`src/rtl/output_collector.sv`:
```
`default_nettype none
// ============================================================================
// output_collector : captures chip results into a show-ahead FIFO stream
// Revision 1.0
// ============================================================================
module output_collector #(
  parameter int IO_DATA_WIDTH      = 16,
  parameter int ACCUMULATION_WIDTH = 32,
  parameter int FEATURE_MAP_WIDTH  = 1024,
  parameter int FEATURE_MAP_HEIGHT = 1024,
  parameter int OUTPUT_NB_CHANNELS = 64,
  parameter int FRAME_OUTPUTS      = FEATURE_MAP_WIDTH*FEATURE_MAP_HEIGHT*OUTPUT_NB_CHANNELS,
  parameter int FIFO_DEPTH         = 8
) (
  input  logic                                    clk,
  input  logic                                    arst_n_in,
  input  logic [IO_DATA_WIDTH-1:0]                con_1,
  input  logic [IO_DATA_WIDTH-1:0]                con_2,
  input  logic                                    driving_cons,
  input  logic                                    output_valid,
  input  logic [$clog2(FEATURE_MAP_WIDTH)-1:0]    output_x,
  input  logic [$clog2(FEATURE_MAP_HEIGHT)-1:0]   output_y,
  input  logic [$clog2(OUTPUT_NB_CHANNELS)-1:0]   output_ch,
  input  logic                                    running,
  output logic                                    out_valid,
  input  logic                                    out_ready,
  output logic [ACCUMULATION_WIDTH-1:0]           out_data,
  output logic [$clog2(FEATURE_MAP_WIDTH)-1:0]    out_x,
  output logic [$clog2(FEATURE_MAP_HEIGHT)-1:0]   out_y,
  output logic [$clog2(OUTPUT_NB_CHANNELS)-1:0]   out_ch,
  output logic [$clog2(FIFO_DEPTH+1)-1:0]         fifo_level,
  output logic [$clog2(FRAME_OUTPUTS+1)-1:0]      out_count,
  output logic                                    frame_done,
  output logic [3:0]                              err
);

  localparam int XW  = $clog2(FEATURE_MAP_WIDTH);
  localparam int YW  = $clog2(FEATURE_MAP_HEIGHT);
  localparam int CHW = $clog2(OUTPUT_NB_CHANNELS);
  localparam int PW  = $clog2(FIFO_DEPTH);
  localparam int LW  = $clog2(FIFO_DEPTH+1);
  localparam int CW  = $clog2(FRAME_OUTPUTS+1);
  localparam int EW  = ACCUMULATION_WIDTH + XW + YW + CHW;

  localparam logic [CW-1:0] FRAME_CNT = CW'(FRAME_OUTPUTS);
  localparam logic [LW-1:0] DEPTH_LVL = LW'(FIFO_DEPTH);

  typedef enum logic [1:0] {
    IDLE    = 2'd0,
    COLLECT = 2'd1,
    DRAIN   = 2'd2,
    DONE    = 2'd3
  } state_t;

  state_t          state_q, state_d;
  logic [CW-1:0]   count_q, count_d;
  logic [3:0]      err_q, err_d;
  logic [PW-1:0]   wr_ptr_q, wr_ptr_d;
  logic [PW-1:0]   rd_ptr_q, rd_ptr_d;
  logic [LW-1:0]   level_q, level_d;
  logic [EW-1:0]   mem_q [FIFO_DEPTH];
  logic [EW-1:0]   mem_d [FIFO_DEPTH];

  logic            cap;
  logic            collect_now;
  logic            push_req;
  logic            push;
  logic            pop;
  logic            empty;
  logic            full;
  logic [LW-1:0]   level_after_pop;
  logic [EW-1:0]   head;

  // FSM and FIFO share one process: DRAIN exit and overflow both depend on FIFO state
  always_comb begin
    state_d         = state_q;
    count_d         = count_q;
    err_d           = err_q;
    wr_ptr_d        = wr_ptr_q;
    rd_ptr_d        = rd_ptr_q;
    level_d         = level_q;
    mem_d           = mem_q;
    collect_now     = 1'b0;
    push_req        = 1'b0;
    push            = 1'b0;
    cap             = output_valid & driving_cons;
    empty           = (level_q == '0);
    full            = (level_q == DEPTH_LVL);
    pop             = ~empty & out_ready;
    level_after_pop = level_q - LW'(pop);

    if ((state_q == IDLE) && running) begin
      count_d = '0;
      err_d   = '0;
    end
    if (output_valid && !driving_cons) err_d[1] = 1'b1;

    unique case (state_q)
      IDLE: begin
        if (running) begin
          state_d     = COLLECT;
          collect_now = 1'b1;
        end else if (cap) begin
          err_d[3] = 1'b1;
        end
      end
      COLLECT: collect_now = 1'b1;
      DRAIN: begin
        if (cap) err_d[3] = 1'b1;
        if (level_after_pop == '0) state_d = DONE;
      end
      DONE: begin
        if (cap) err_d[3] = 1'b1;
        state_d = IDLE;
      end
      default: state_d = IDLE;
    endcase

    if (collect_now) begin
      if (cap) begin
        push_req = 1'b1;
        if (count_d != FRAME_CNT) count_d = count_d + CW'(1);
      end
      if (count_d == FRAME_CNT) begin
        state_d = DRAIN;
      end else if (!running) begin
        state_d  = DRAIN;
        err_d[2] = 1'b1;
      end
    end

    // A full FIFO still accepts a push when the head leaves in the same cycle
    push = push_req & (~full | pop);
    if (push_req && full && !pop) err_d[0] = 1'b1;

    if (push) begin
      mem_d[wr_ptr_q] = {con_2, con_1, output_x, output_y, output_ch};
      wr_ptr_d        = wr_ptr_q + PW'(1);
    end
    if (pop) rd_ptr_d = rd_ptr_q + PW'(1);
    level_d = level_q + LW'(push) - LW'(pop);
  end

  always_ff @(posedge clk or negedge arst_n_in) begin
    if (!arst_n_in) begin
      state_q  <= IDLE;
      count_q  <= '0;
      err_q    <= '0;
      wr_ptr_q <= '0;
      rd_ptr_q <= '0;
      level_q  <= '0;
      for (int i = 0; i < FIFO_DEPTH; i++) mem_q[i] <= '0;
    end else begin
      state_q  <= state_d;
      count_q  <= count_d;
      err_q    <= err_d;
      wr_ptr_q <= wr_ptr_d;
      rd_ptr_q <= rd_ptr_d;
      level_q  <= level_d;
      mem_q    <= mem_d;
    end
  end

  assign head       = empty ? '0 : mem_q[rd_ptr_q];
  assign out_valid  = ~empty;
  assign out_data   = head[EW-1 -: ACCUMULATION_WIDTH];
  assign out_x      = head[YW+CHW +: XW];
  assign out_y      = head[CHW +: YW];
  assign out_ch     = head[0 +: CHW];
  assign fifo_level = level_q;
  assign out_count  = count_q;
  assign frame_done = (state_q == DONE);
  assign err        = err_q;

endmodule
`default_nettype wire

```
`config.mk`:
```
export PLATFORM = sky130hd
export DESIGN_NAME = output_collector
export DESIGN_NICKNAME = d
export VERILOG_FILES = /design/src/rtl/output_collector.sv
export SDC_FILE = /design/constraint.sdc
export NUM_CORES = 1
export LEC_CHECK = 0
export BUFFER_PORTS_ARGS = -buffer_cell sky130_fd_sc_hd__clkbuf_2
export CAP_MARGIN = 40
export CORE_ASPECT_RATIO = 2
export CORE_MARGIN = 2
export CORE_UTILIZATION = 29
export DETAILED_ROUTE_END_ITERATION = 8
export PLACE_DENSITY_LB_ADDON = 0.15
export SYNTH_ARGS = -nofsm -noshare
export SYNTH_HDL_FRONTEND = slang
export SYNTH_SLANG_ARGS = --single-unit
```
`constraint.sdc`:
```
create_clock -name clk -period 4.3 [get_ports clk]
set_input_delay 0.645 -clock clk [delete_from_list [all_inputs] [get_ports clk]]
set_output_delay 0.645 -clock clk [all_outputs]
set_load 0.01 [all_outputs]
```
==> key figures <==
Power
  – PD cells: ~630 nW/um2
  – Maximum VDD drop: about 0.35 mV
  – Static Leak: roughly 13 nW

Clocking
  – Post-CTS Setup Inserts: 0
  – Post-CTS Hold Fix Bufs: 0
  – CTS clk-pin slew, worst paths: ~60 ps
  – Clock sink count: about 510
  – Skew-Pair Late Insertion Delay: about 640 ps
  – Clock Tree Buf Depth: 3
  – CTS H-tree depth: 2
  – TritonCTS clock tree: built
  – Root buf cell: clkbuf_16
  – Cts bufs inserted: 52
  – Post-cts resize count: 0

Cells and area
  – Share of layout cells above drive strength 1: roughly half
  – P&R area growth vs syn: 17.0%
  – Final net count: 1854
  – Commonest non-fill, non-tap cell in the layout: dfrtp_1
  – Fill cell count: just under 8000
  – Most frequent cells in the layout: dfrtp_1, mux2_2, clkbuf_2

Detailed routing
  – Post-DRT Antenna Nets: 0
  – Detailed-route wire length: approximately 67 mm
  – Vias/cell: just over 5
  – DRC: 0
  – Starting DRC count in detailed routing: roughly 730
  – DR WL/cell: 23.3 um
  – Pre-antenna DRT Iters: 5
  – Via count: ~15000

Floorplan
  – Core region area: 81300 um2
  – Row count: approximately 150
  – Ports: about 160
  – Die H: about 410 um
  – Die extent in x: 207 um
  – Die area: 84500 um2
  – Initial core utilization: between 20% and 30%

Logic synthesis
  – Post-Syn Instances: 1647
  – Synthesized net count: around 1700
  – Syn_area_per_cell: roughly 14 um2
  – Distinct cells, synth: 58
  – Post-synthesis sequential area ratio: 53.3%
  – Top FF cell, synth: dfrtp_1
  – Post-synth ARST share: 100%
  – Post-synth EDFFs: 0
  – Post-synthesis cell area: about 24000 um2
  – Synth Warn #: 0
  – Synthesized flop and latch total: between 500 and 600

Critical path
  – WP buf/inv: 2
  – Cells along the critical path: buf_4, mux4_2, mux2i_1, nor2_1, clkbuf_2
  – RR Endpoint: state_q[0]$_DFF_PN0_
  – Startpoint Class: flop
  – FF-to-FF path depth: 8
  – Crit Path Category: flop to output port
  – Worst Path Arrival: 2860 ps
  – Reg2reg setup slack: between 800 and 900 ps
  – CP Capture Type: output port
  – Worst Path Required: ~3700 ps
  – Slowest cell on crit path: dfrtp_4
  – RR Startpoint: state_q[0]$_DFF_PN0_
  – Largest delay contributor family on the critical path: multiplexers
  – Crit path largest cell delay: just under 800 ps
  – CP max FO: 23

Timing
  – Final-report hold violation count: 0
  – RSZ-0062 raised after global routing: no
  – # setup viols final: 0
  – Worst hold margin: 90.6 ps
  – Worst slew margin: roughly a third
  – Post-route setup TNS: 0 ps
  – FMAX: ~290 MHz
  – Layout Skew: 19.1 ps
  – Actual slew at the worst max-slew pin: between 1000 and 1500 ps
  – Fin crit share: 81.4%
  – Fin crit period: between 3000 and 4000 ps
  – Slew Limit Fails: 0

Placed design
  – Port-buffer cells: about 160
  – Gpl congestion: 0.901
  – Dpl hpwl: between 40 and 50 mm

Global routing
  – Largest net degree at the start of global routing: around 120
  – Vias in the first global route: roughly 16000
  – First-pass GRT wire length: 102 mm
  – Total grt overflow: 0
  – Gr usage total: roughly 16%
  – Antenna violations before repair: 5

Run
  – Max-cap viol count: 0

Run status
  – Outcome: complete, no violations

Min path
  – Worst Hold Class: primary input to asynchronous set/reset pin
==> layer usage <==
layer / global-route usage [%] / wire length [um]
met1: 19.2 / 27300
met2: 28.9 / 35000
met3: 2.65 / 2720
met4: 4.96 / 1750
met5: 0 / 37
==> flip-flops by register name, summed over array words and instances, names as in the netlist <==
register / count
err: 4
fifo_level: 4
mem_q: 464
out_count: 27
rd_ptr_q: 3
state_q: 2
wr_ptr_q: 3
==> where the power goes <==
group,total [mW],internal (mW),switching [mW]
clock network,4.87,2.81,2.06
logic,5.55,2.97,2.59
registers,7.07,6.14,0.931
==> area by class of cell <==
cell class	instances	area (um2)	area share [%]
Clock inverter	24	319	1.15
Timing Repair Buffer	198	1310	4.72
Tap cell	1050	1310	4.72
Sequential cell	507	12700	45.6
Multi-Input combinational cell	1004	10600	38.1
Inverter	15	56.3	0.202
Antenna cell	1	2.50	0.00899
Clock buffer	72	1540	5.52
==> synth_stat cells, drive strengths merged (16+ instances only) <==
master    n  area [um2]
clkbuf   65         248
mux4    116        2610
nand2    49         184
buf      56         250
a21oi    16        80.1
o21ai    32         160
mux2i    71         711
mux2    468        5270
nand3    22         115
dfrtp   507       12700
nor3     22         115
nor2     89         334
==> cells by family after synthesis <==
kind of cell / synth area share (%)
buffers and inverters: 2.33
AND/OR/NAND/NOR: 4.95
adder cells (fa/ha/maj): 0.662
AO/OA/AOI/OAI: 2.19
multiplexers: 36.1
flip-flops: 53.3
XOR/XNOR: 0.442
==> metrics by stage <==
step           total power [mW]  utilization (%)  setup slack, ps  std cells  cell area, um2
5_1_grt                    18.6             34.2              571       2871           27800
3_3_place_gp               12.7             31.9              878       2773           26000
2_1_floorplan              10.8                -             1490       1647           23800
6_report                   17.5             34.2              798       2871           27800
4_1_cts                    17.9             34.2              619       2870           27800
3_5_place_dp               12.9             32.0              879       2774           26000
==> worst max-delay path by stage <==
stage,startpoint,endpoint,cells after the start
floorplan,rd_ptr_q[0]$_DFFE_PN0N_,out_data[12],6
global placement,running,state_q[0]$_DFF_PN0_,9
detailed placement,running,state_q[0]$_DFF_PN0_,9
CTS,rd_ptr_q[0]$_DFFE_PN0N_,out_ch[0],5
global route,rd_ptr_q[0]$_DFFE_PN0N_,out_data[1],5
finish,rd_ptr_q[0]$_DFFE_PN0N_,out_x[2],5
No activity file was read; power rests on OpenSTA's default activity.
